File: config.mk
export PLATFORM = sky130hd
export DESIGN_NAME = truth_table_sweeper_flat
export DESIGN_NICKNAME = d
export VERILOG_FILES = /design/src/rtl/truth_table_sweeper_if.sv /design/src/rtl/truth_table_sweeper.sv /design/src/flat_wrapper.sv
export SDC_FILE = /design/constraint.sdc
export NUM_CORES = 1
export LEC_CHECK = 0
export CORE_MARGIN = 2
export CORE_UTILIZATION = 60
export CTS_CLUSTER_DIAMETER = 200
export CTS_CLUSTER_SIZE = 30
export DETAILED_ROUTE_END_ITERATION = 7
export DONT_BUFFER_PORTS = 1
export HOLD_SLACK_MARGIN = 0.03
export PLACE_DENSITY = 0.79
export SETUP_SLACK_MARGIN = 0.05
export SYNTH_ARGS = -nofsm -noshare
export SYNTH_HDL_FRONTEND = slang
export SYNTH_SLANG_ARGS = --single-unit
File: constraint.sdc
create_clock -name clk -period 6 [get_ports clk]
set_input_delay 0.6 -clock clk [delete_from_list [all_inputs] [get_ports clk]]
set_output_delay 0.6 -clock clk [all_outputs]
set_load 0.01 [all_outputs]
File: src/rtl/truth_table_sweeper_if.sv
// -----------------------------------------------------------------------------
// truth_table_sweeper_if
// Captured-row stream between the sweeper (master) and its consumer (slave).
//   row_valid : captured row available (master -> slave)
//   row_ready : consumer accepts the row (slave -> master)
//   row_idx   : row number of the captured data, equals wxyz at capture
//   row_data  : captured function outputs f[NFUNC-1:0]
// -----------------------------------------------------------------------------
interface truth_table_sweeper_if #(
  parameter int NFUNC = 10
);
  logic             row_valid;
  logic             row_ready;
  logic [3:0]       row_idx;
  logic [NFUNC-1:0] row_data;

  modport master (
    output row_valid,
    output row_idx,
    output row_data,
    input  row_ready
  );

  modport slave (
    input  row_valid,
    input  row_idx,
    input  row_data,
    output row_ready
  );
endinterface

File: src/rtl/truth_table_sweeper.sv
// -----------------------------------------------------------------------------
// truth_table_sweeper
// Drives all 16 input rows (wxyz = 0..15) into a 4-input combinational
// function block, holds each row for SETTLE_CYCLES clocks, captures the
// function outputs, streams each captured row over a valid/ready handshake
// and accumulates a per-function count of rows where the output was 1.
//
// Ports:
//   clk, rst     : rising-edge clock, synchronous active-high reset
//   start        : begin a sweep (honoured only in IDLE or DONE)
//   busy         : high while a sweep is in progress (SETTLE/SEND)
//   done         : level, high from sweep completion until next start/rst
//   w,x,y,z      : row bits 3..0 driven to the function block
//   f            : function outputs returned from the block under test
//   row_if       : captured-row stream (master side)
//   ones_count   : per-function true-row counts, 5 bits each, [5k+4:5k]=f_k
// -----------------------------------------------------------------------------
module truth_table_sweeper #(
  parameter int SETTLE_CYCLES = 3,
  parameter int NFUNC         = 10
) (
  input  logic                   clk,
  input  logic                   rst,
  input  logic                   start,
  output logic                   busy,
  output logic                   done,
  output logic                   w,
  output logic                   x,
  output logic                   y,
  output logic                   z,
  input  logic [NFUNC-1:0]       f,
  truth_table_sweeper_if.master  row_if,
  output logic [5*NFUNC-1:0]     ones_count
);

  typedef enum logic [1:0] {
    ST_IDLE   = 2'd0,
    ST_SETTLE = 2'd1,
    ST_SEND   = 2'd2,
    ST_DONE   = 2'd3
  } state_t;

  // Counter counts down to zero, so a reload of SETTLE_CYCLES-1 gives
  // exactly SETTLE_CYCLES edges between row change and capture.
  localparam logic [7:0] LP_SETTLE_LOAD = 8'(SETTLE_CYCLES - 1);

  state_t             r_state;
  logic [3:0]         r_row;
  logic [7:0]         r_cnt;
  logic               r_busy;
  logic               r_done;
  logic               r_valid;
  logic [NFUNC-1:0]   r_data;
  logic [5*NFUNC-1:0] r_ones;

  // Sweep sequencer: row stepping, settle timing, capture and counting.
  always_ff @(posedge clk) begin
    if (rst) begin
      r_state <= ST_IDLE;
      r_row   <= 4'd0;
      r_cnt   <= 8'd0;
      r_busy  <= 1'b0;
      r_done  <= 1'b0;
      r_valid <= 1'b0;
      r_data  <= '0;
      r_ones  <= '0;
    end else begin
      case (r_state)
        ST_IDLE, ST_DONE: begin
          if (start) begin
            r_row   <= 4'd0;
            r_cnt   <= LP_SETTLE_LOAD;
            r_ones  <= '0;
            r_done  <= 1'b0;
            r_busy  <= 1'b1;
            r_state <= ST_SETTLE;
          end
        end

        ST_SETTLE: begin
          if (r_cnt == 8'd0) begin
            // f is only looked at on this edge; glitches elsewhere are ignored.
            r_data  <= f;
            r_valid <= 1'b1;
            for (int k = 0; k < NFUNC; k++) begin
              // 16 rows max into 5 bits: the sum can never wrap.
              r_ones[5*k +: 5] <= r_ones[5*k +: 5] + {4'b0000, f[k]};
            end
            r_state <= ST_SEND;
          end else begin
            r_cnt <= r_cnt - 8'd1;
          end
        end

        ST_SEND: begin
          // Row, data and valid stay frozen until the consumer accepts.
          if (r_valid && row_if.row_ready) begin
            r_valid <= 1'b0;
            if (r_row == 4'd15) begin
              r_done  <= 1'b1;
              r_busy  <= 1'b0;
              r_state <= ST_DONE;
            end else begin
              r_row   <= r_row + 4'd1;
              r_cnt   <= LP_SETTLE_LOAD;
              r_state <= ST_SETTLE;
            end
          end
        end

        default: begin
          r_state <= ST_IDLE;
          r_row   <= 4'd0;
          r_cnt   <= 8'd0;
          r_busy  <= 1'b0;
          r_done  <= 1'b0;
          r_valid <= 1'b0;
          r_data  <= '0;
          r_ones  <= '0;
        end
      endcase
    end
  end

  assign busy            = r_busy;
  assign done            = r_done;
  assign w               = r_row[3];
  assign x               = r_row[2];
  assign y               = r_row[1];
  assign z               = r_row[0];
  assign row_if.row_valid = r_valid;
  assign row_if.row_idx   = r_row;
  assign row_if.row_data  = r_data;
  assign ones_count      = r_ones;

endmodule

File: src/flat_wrapper.sv
// flat-port wrapper written by rule: the top's interface ports become plain ports
module truth_table_sweeper_flat 
#(
  parameter int SETTLE_CYCLES = 3,
  parameter int NFUNC         = 10
)
  (clk, rst, start, busy, done, w, x, y, z, f, ones_count, row_if_row_valid, row_if_row_idx, row_if_row_data, row_if_row_ready);
  truth_table_sweeper_if #(.NFUNC(NFUNC)) row_if_i ();
  input  logic clk;
  input  logic rst;
  input  logic start;
  output logic busy;
  output logic done;
  output logic w;
  output logic x;
  output logic y;
  output logic z;
  input  logic [NFUNC-1:0] f;
  output logic [5*NFUNC-1:0] ones_count;
  output wire logic [$bits(row_if_i.row_valid)-1:0] row_if_row_valid;
  output wire logic [$bits(row_if_i.row_idx)-1:0] row_if_row_idx;
  output wire logic [$bits(row_if_i.row_data)-1:0] row_if_row_data;
  input wire logic [$bits(row_if_i.row_ready)-1:0] row_if_row_ready;
  assign row_if_row_valid = row_if_i.row_valid;
  assign row_if_row_idx = row_if_i.row_idx;
  assign row_if_row_data = row_if_i.row_data;
  assign row_if_i.row_ready = row_if_row_ready;
  truth_table_sweeper #(.SETTLE_CYCLES(SETTLE_CYCLES), .NFUNC(NFUNC)) u_core (.clk(clk), .rst(rst), .start(start), .busy(busy), .done(done), .w(w), .x(x), .y(y), .z(z), .f(f), .row_if(row_if_i), .ones_count(ones_count));
endmodule
==> results of run 1 <==
[synth_stat cells, types with 7 or more instances]
cell type	count
sky130_fd_sc_hd__nand2_1	34
sky130_fd_sc_hd__or3_1	12
sky130_fd_sc_hd__o21a_1	20
sky130_fd_sc_hd__a21oi_1	54
sky130_fd_sc_hd__ha_1	26
sky130_fd_sc_hd__nor2_1	12
sky130_fd_sc_hd__dfxtp_1	77
sky130_fd_sc_hd__o31a_1	20
sky130_fd_sc_hd__o21ai_0	37
sky130_fd_sc_hd__or4_1	7
sky130_fd_sc_hd__clkbuf_1	26
sky130_fd_sc_hd__nand3_1	23
sky130_fd_sc_hd__nor4_1	22
sky130_fd_sc_hd__nand4_1	22
[metal layers]
metal	up-vias	global-route usage [%]	routed length, um
li1	1610	-	-
met5	-	0	0
met2	100	39.32	4097
met3	24	6.133	506
met4	0	13.93	306
met1	1552	32.98	3856
[worst max path at each step]
| stage | startpoint | endpoint | slack, ps | cells past startpoint |
|---|---|---|---|---|
| finish | u_core.r_state[0]$_SDFFE_PP0P_ | u_core.r_cnt[0]$_SDFFE_PP0P_ | 2990 | 6 |
| global route | u_core.r_state[1]$_SDFFE_PP0P_ | u_core.r_cnt[0]$_SDFFE_PP0P_ | 2680 | 7 |
| CTS | u_core.r_state[0]$_SDFFE_PP0P_ | u_core.r_cnt[0]$_SDFFE_PP0P_ | 3010 | 6 |
| detailed placement | u_core.r_state[0]$_SDFFE_PP0P_ | u_core.r_cnt[0]$_SDFFE_PP0P_ | 3000 | 6 |
| global placement | u_core.r_state[1]$_SDFFE_PP0P_ | u_core.r_cnt[0]$_SDFFE_PP0P_ | 3150 | 7 |
| floorplan | u_core.r_state[0]$_SDFFE_PP0P_ | u_core.r_cnt[6]$_SDFFE_PP0P_ | 3830 | 8 |
[power breakdown]
part           internal [W]  switching (W)
logic              0.000201       0.000516
registers          0.000582       0.000103
clock network      0.000232       0.000188
[per-stage QoR]
stage	setup slack [ps]	area [um^2]	hold WS, ps
after CTS	3011	4003	296.7
after global routing	2678	4003	290.6
after detailed placement	2997	3789	484.2
after floorplan	3827	3851	466.6
final	2988	4003	309.4
after global placement	3149	3789	483.2
[final cells by class]
cell class              instances  area [um^2]
repair buffers                  2        15.01
clock inverters                 7        90.09
inverters                       6        22.52
fillers                       562         2275
multi-input cells             321         2113
clock buffers                   9        123.9
flip-flops and latches         77         1541
well taps                      77        96.34
[flip-flops by register name, summed over array words and instances, names as in the netlist]
signal                   flops
u_core.done                  1
u_core.ones_count           50
u_core.row_if.row_valid      1
u_core.r_state               2
u_core.busy                  1
u_core.row_if.row_data      10
u_core.row_if.row_idx        4
u_core.r_cnt                 8
[cell families after synthesis]
group / count (synthesis) / share of synthesized area (%)
XOR/XNOR: 2 / 0.4549
adder cells (fa/ha/maj): 26 / 8.447
AO/OA/AOI/OAI: 148 / 23.98
buffers and inverters: 46 / 5.783
AND/OR/NAND/NOR: 144 / 21.02
flip-flops: 77 / 40.03
multiplexers: 1 / 0.2924
==> results.md, run 1 <==
- Result of the run: complete, no violations
- DRT Pass-1 Iters: 4
- Final wirelength: 8766 um
- Share of Yosys cell area claimed by the top area cell type: 40.03%
- Post-cts sizing count: 0
- Net count after synthesis: 484
- Hold_sp: rst
- Number of rows created at floorplan: 29
- CTS buffer count: 9
- Worst reg2reg setup slack: 2990 ps
- Highest-count cells in the layout ignoring fill and taps: sky130_fd_sc_hd__dfxtp_1 (77), sky130_fd_sc_hd__a21oi_1 (54), sky130_fd_sc_hd__o21ai_0 (37)
- Final period utilization: 50.20%
- Net count of the finished layout: 457
- Tightest Pin Transition: about 1200 ps
- Fraction of synthesis flops using an asynchronous set or reset pin: 0%
- Post-layout min period: 3012 ps
- Area Overhead vs Synth: 3.931%
- Leakage power: roughly 1.4 nW
- Yosys reg bits: 77
- Largest buffer count on any clock path: 2
- Top delay family on crit path: compound AO/OA/AOI/OAI gates
- Worst-case clock skew: 7.876 ps
- Yosys Warn Count: 0
- Cell depth of the worst min-delay path: 1
- Fmax: ~330 MHz
- Final total power: 0.001822 W
- FF-to-FF Start: u_core.r_state[0]$_SDFFE_PP0P_
- Global Route Usage Sum: 25.52%
- CTS tree: built
- Cell at the slowest stage of the critical path: sky130_fd_sc_hd__ha_1
- H-tree lvl count: 3
- Dominant synthesized flop cell: sky130_fd_sc_hd__dfxtp_1
- R2R cell count: 6
- Post-synthesis sequential area ratio: 40.03%
- Number of antenna violations at the first check in global routing: 0
- Arr. time, crit path: 3270 ps
- Post-route DRC violation count: 0
- Cells after DPL: 483
- Max-slew violation count: 0
- Clock tree root buffer cell: sky130_fd_sc_hd__clkbuf_8
- Number of buffer cells added on primary ports: 0
- Wire length of the first global-routing pass: 14,920 um
- Worst vdd ir: 0.2921 mV
- Yosys cell types: 39
- Main area contributors after synthesis: sky130_fd_sc_hd__dfxtp_1 (40%), sky130_fd_sc_hd__ha_1 (8.4%), sky130_fd_sc_hd__a21oi_1 (7.0%), sky130_fd_sc_hd__o21ai_0 (4.8%), sky130_fd_sc_hd__o31a_1 (4.5%)
- Placeable core region: between 0.006 and 0.007 mm^2
- Antenna Nets Post-Route: 0
- Worst-path maximum fanout: 62
- Setup crit end kind: register
- Fraction of final layout cells sized beyond drive strength 1: just under 7%
- Number of instances in the synthesized netlist: approximately 440
- Number of sinks driven by the clock tree: 77
- Via count: 3,286
- Hold buffer count at CTS: 0
- Setup total negative slack: 0 ps
- Initial cell density of the core: 61.35%
- Die outline height: 84.12 um
- Horizontal die dimension: 84.12 um
- Number of global-route vias before repair: 3,106
- Number of max-cap violations: 0
- Required @ worst endpoint: approximately 6300 ps
- Count of endpoints failing hold in the final timing report: 0
- Starting DRC count in detailed routing: between 200 and 250
- Start-to-end type of the worst setup path: register to register
- Series of cell instances along the critical path: ha_1 > inv_1 > a31oi_4 > buf_4 > a21oi_1 > a311oi_1
- Path type of the worst min-delay path: input port to register
- Final global-route overflow total: 0
- Yosys top cell by area: sky130_fd_sc_hd__dfxtp_1
- Kind of start point of the critical path: register
- Pin count of the biggest net entering global routing: 63
- Clock-pin slew of the registers on the worst-case setup and hold paths: about 80 ps
- N_diodes: 0
- Final-report setup violation count: 0
- Source-to-sink clock delay at the later pin of the worst-skew pair: 350 ps
- Average wire per standard cell: approximately 18 um
- Worst hold path endpoint: u_core.row_if.row_data[8]$_SDFFE_PP0P_
- Areal power density over the cells: 455.2 mW/mm^2
- Setup repair after global routing missed its margin: no
- CP bufs+invs: 2
- Detailed-placement wirelength estimate: slightly above 6000 um
- Post-Synthesis Mean Instance Area: 8.674 um^2
- Final cell utilization of the core: between 60% and 70%
- Die Footprint: 0.007075 mm^2
- Delay of the slowest cell on the worst path: 810 ps
- Post-Layout Cell Count: 499
- Worst reg2reg path endpoint: u_core.r_cnt[0]$_SDFFE_PP0P_
- Relative slew margins: 16.59%
- I/O pin total: 85
- Post-synth EDFFs: 0
- Leading cell type in the layout, fill and taps excluded: sky130_fd_sc_hd__dfxtp_1
- # Post-CTS Setup Buffers: 0
- Vias per inst: 6.585
- Cell Area, Synth: 0.003851 mm^2
- RePlAce Congestion: ~0.82
(Power assumes the default switching activity.)
==> run 2, diff against run 1 <==
--- a/config.mk
+++ b/config.mk
@@ -5,6 +5,7 @@
 export SDC_FILE = /design/constraint.sdc
 export NUM_CORES = 1
 export LEC_CHECK = 0
+export ABC_AREA = 1
 export CORE_MARGIN = 2
 export CORE_UTILIZATION = 60
 export CTS_CLUSTER_DIAMETER = 200
==> constraint.sdc (replaced) <==
create_clock -name clk -period 3.1 [get_ports clk]
set_input_delay 0.31 -clock clk [delete_from_list [all_inputs] [get_ports clk]]
set_output_delay 0.31 -clock clk [all_outputs]
set_load 0.01 [all_outputs]
==> run 2 against run 1 <==
  * Synthesized cell count rose by 43%
  * First-iteration DRC count shrank 16%
  * Synthesized area is 9.8% higher
  * Critical path type unchanged
==> results.md, run 2 <==
- Count of endpoints failing hold in the final timing report: 0 (unchanged)
- Final period utilization: 73.55% (+23 points)
- Highest-count cells in the layout ignoring fill and taps: sky130_fd_sc_hd__nand2_1 (158), sky130_fd_sc_hd__nor2_1 (112), sky130_fd_sc_hd__dfxtp_1 (77)
- Horizontal die dimension: 87.97 um (+4.6%)
- Fmax: 438.6 MHz (+32%)
- Placeable core region: 0.006794 mm^2 (+8.2%)
- CTS tree: built
- Clock tree root buffer cell: sky130_fd_sc_hd__clkbuf_8
- Net count after synthesis: 674 (+39%)
- DRT Pass-1 Iters: 4 (unchanged)
- Final cell utilization of the core: 65.12% (+1.4 points)
- Post-route DRC violation count: 0 (unchanged)
- Die outline height: 87.97 um (+4.6%)
- Number of fillers in the final layout: 609 (+8.4%)
- Yosys reg bits: 77 (unchanged)
- Largest buffer count on any clock path: 2 (unchanged)
- RePlAce Congestion: 0.8316 (+1.9%)
- Fraction of final layout cells sized beyond drive strength 1: 4.531% (-2.3 points)
- Fraction of synthesis flops using an asynchronous set or reset pin: 0% (unchanged)
- Post-layout min period: 2280 ps (-731.9 ps)
- Area Overhead vs Synth: 4.584%
- Wire length of the first global-routing pass: 16,230 um (+8.7%)
- Number of antenna violations at the first check in global routing: 0 (unchanged)
- Main area contributors after synthesis: sky130_fd_sc_hd__dfxtp_1 (36%), sky130_fd_sc_hd__nand2_1 (14%), sky130_fd_sc_hd__nor2_1 (9.9%), sky130_fd_sc_hd__nand3_1 (8.9%), sky130_fd_sc_hd__ha_1 (7.7%)
- Antenna Nets Post-Route: 0 (unchanged)
- I/O pin total: 85 (unchanged)
- Worst vdd ir: 0.5897 mV (+100%)
- Yosys cell types: 23 (-41%)
- Post-Synthesis Mean Instance Area: 6.672 um^2 (-23%)
- Total area of sequential cells: 0.001541 mm^2 (unchanged)
- Result of the run: complete, no violations
- Yosys top cell by area: sky130_fd_sc_hd__dfxtp_1
- Via count: 3,983 (+21%)
- Post-cts sizing count: 0 (unchanged)
- Setup total negative slack: 0 ps (unchanged)
- Number of buffer cells added on primary ports: 0 (unchanged)
- Global Route Usage Sum: 26.51% (+0.99 points)
- Source-to-sink clock delay at the later pin of the worst-skew pair: 360 ps (about the same)
- Share of Yosys cell area claimed by the top area cell type: 36.44% (-3.6 points)
- Number of sinks driven by the clock tree: 77 (unchanged)
- Areal power density over the cells: 939.3 mW/mm^2 (+110%)
- Leakage power: 1.904 nW (+38%)
- Dominant synthesized flop cell: sky130_fd_sc_hd__dfxtp_1
- Cell Area, Synth: 0.004230 mm^2 (+9.8%)
- Tightest Pin Transition: 976.0 ps (-271.8 ps)
- Hold buffer count at CTS: 1 (+1)
- R2R cell count: 8 (+2)
- Multi-input logic area: 0.002333 mm^2 (+10%)
- N_diodes: 0 (unchanged)
- Start-to-end type of the worst setup path: register to register
- Setup repair after global routing missed its margin: no
- Source of the critical timing path: u_core.r_state[0]$_SDFFE_PP0P_
- Delay of the slowest cell on the worst path: 570 ps (-240 ps)
- Average wire per standard cell: 14.32 um (-18%)
- Detailed-placement wirelength estimate: 6570 um (+8.0%)
- Starting DRC count in detailed routing: 180 (-16%)
- Number of max-cap violations: 0 (unchanged)
- Final global-route overflow total: 0 (unchanged)
- Vias per inst: 5.578 (-15%)
- Number of rows created at floorplan: 30 (+3.4%)
- Leading cell type in the layout, fill and taps excluded: sky130_fd_sc_hd__nand2_1
- Cell at the slowest stage of the critical path: sky130_fd_sc_hd__nor2_1
- Kind of start point of the critical path: register
- Yosys Warn Count: 0 (unchanged)
- Pin count of the biggest net entering global routing: 51 (-19%)
- Net count of the finished layout: 653 (+43%)
- H-tree lvl count: 3 (unchanged)
- Arr. time, crit path: 2510 ps (-760 ps)
- Number of global-route vias before repair: 3,623 (+17%)
- Die Footprint: 0.007738 mm^2 (+9.4%)
- Cell depth of the worst min-delay path: 2 (+1)
- Most instantiated library cell after synthesis: sky130_fd_sc_hd__nand2_1
- Path type of the worst min-delay path: input port to register
- # Post-CTS Setup Buffers: 0 (unchanged)
- Most numerous cell on the critical path: sky130_fd_sc_hd__nand2_1
- Final-report setup violation count: 0 (unchanged)
- Hold_sp: f[1]
- Setup crit end kind: register
- CTS buffer count: 9 (unchanged)
- Clock-pin slew of the registers on the worst-case setup and hold paths: 80 ps (about the same)
- Initial cell density of the core: 62.27% (+0.91 points)
- FF-to-FF Start: u_core.r_state[0]$_SDFFE_PP0P_
- Worst-case clock skew: 11.21 ps (+3.337 ps)
- Number of instances in the synthesized netlist: 634 (+43%)
- Synth top cells by count: sky130_fd_sc_hd__nand2_1 (158), sky130_fd_sc_hd__nor2_1 (112), sky130_fd_sc_hd__dfxtp_1 (77), sky130_fd_sc_hd__nand3_1 (75), sky130_fd_sc_hd__inv_1 (43)
- Series of cell instances along the critical path: inv_1 > ha_1 > nand2_1 > nand2_1 > nor2_1 > o21ai_0 > nand2_1 > a21oi_1
- Max-slew violation count: 0 (unchanged)
- Worst-path maximum fanout: 12 (-81%)
- Required @ worst endpoint: 3330 ps (-2930 ps)
- Post-synth EDFFs: 0 (unchanged)
- Post-synthesis sequential area ratio: 36.44% (-3.6 points)
- Relative slew margins: 34.86% (+18 points)
- Number of flip-flops under the largest register name: 50 (unchanged)
- Final wirelength: 10,230 um (+17%)
==> run 2: cell types whose count changed after synthesis, moves of 11 or more <==
| cell | previous run | this run |
|---|---|---|
| sky130_fd_sc_hd__nand3_1 | 23 | 75 |
| sky130_fd_sc_hd__inv_1 | 6 | 43 |
| sky130_fd_sc_hd__o21ai_0 | 37 | 12 |
| sky130_fd_sc_hd__a21oi_1 | 54 | 42 |
| sky130_fd_sc_hd__nor2_1 | 12 | 112 |
| sky130_fd_sc_hd__nor4_1 | 22 | 0 |
| sky130_fd_sc_hd__xor2_1 | 0 | 11 |
| sky130_fd_sc_hd__buf_2 | 1 | 17 |
| sky130_fd_sc_hd__o21a_1 | 20 | 1 |
| sky130_fd_sc_hd__o31a_1 | 20 | 0 |
| sky130_fd_sc_hd__clkbuf_1 | 26 | 12 |
| sky130_fd_sc_hd__nand2_1 | 34 | 158 |
| sky130_fd_sc_hd__or3_1 | 12 | 0 |
==> run 2: cells by family (layout without fill, tap and decap cells) <==
family	after synthesis	in the layout	share of synthesized area, %
XOR/XNOR	12	12	2.484
flip-flops	77	77	36.44
AO/OA/AOI/OAI	56	56	6.951
AND/OR/NAND/NOR	380	380	38.01
adder cells (fa/ha/maj)	26	26	7.690
buffers and inverters	83	67	8.429
==> run 2: final cells by class <==
type | instances | area share, %
Inverter | 44 | 3.733
Clock inverter | 6 | 1.386
Multi-Input combinational cell | 474 | 52.74
Clock buffer | 10 | 3.111
Sequential cell | 77 | 34.84
Timing Repair Buffer | 7 | 1.471
Tap cell | 96 | 2.715
==> run 2: worst max-delay path, delay by kind of cell, from the launching register on <==
kind	cells	cell delay (ps)
AND/OR/NAND/NOR	4	920
AO/OA/AOI/OAI	2	440
flip-flops	1	380
adder cells (fa/ha/maj)	1	350
buffers and inverters	1	60
==> run 2: path summary, 6_finish.rpt <==
| check | to | slack (ps) |
|---|---|---|
| worst max-delay path | u_core.row_if.row_idx[3]$_SDFFE_PP0P_ | 820 |
| worst max register to register | u_core.row_if.row_idx[3]$_SDFFE_PP0P_ | 820 |
| worst min register to register | u_core.r_cnt[1]$_SDFFE_PP0P_ | 470 |
| worst min-delay path | u_core.row_if.row_data[1]$_SDFFE_PP0P_ | 120 |
==> run 2: through the flow <==
stage | hold WS [ps] | total power [W] | setup WS, ps | std cells | area, um^2
2_1_floorplan | 440.9 | 0.002967 | 1461 | 634 | 4230
3_3_place_gp | 383.5 | 0.003310 | 968.0 | 697 | 4205
3_5_place_dp | 385.2 | 0.003374 | 888.1 | 697 | 4205
4_1_cts | 107.7 | 0.004154 | 844.4 | 714 | 4424
5_1_grt | 123.9 | 0.004493 | 590.9 | 714 | 4424
6_report | 117.3 | 0.004156 | 820.0 | 714 | 4424
==> run 2: where the power goes <==
part           total, W  switching, W  internal [W]
Combinational   0.00200       0.00142      0.000585
Sequential      0.00138      0.000217       0.00117
Clock          0.000770      0.000378      0.000392
Total           0.00416       0.00201       0.00214
==> run 2: layer usage <==
layer | up-vias | share of wire [%] | routed length (um) | global-route usage, %
met5 | - | 0 | 0 | 0
met4 | 0 | 1.3 | 136 | 10.49
met3 | 11 | 7.8 | 795 | 6.880
met2 | 128 | 47 | 4780 | 43.11
met1 | 1825 | 44 | 4516 | 33.60
li1 | 2019 | - | - | -
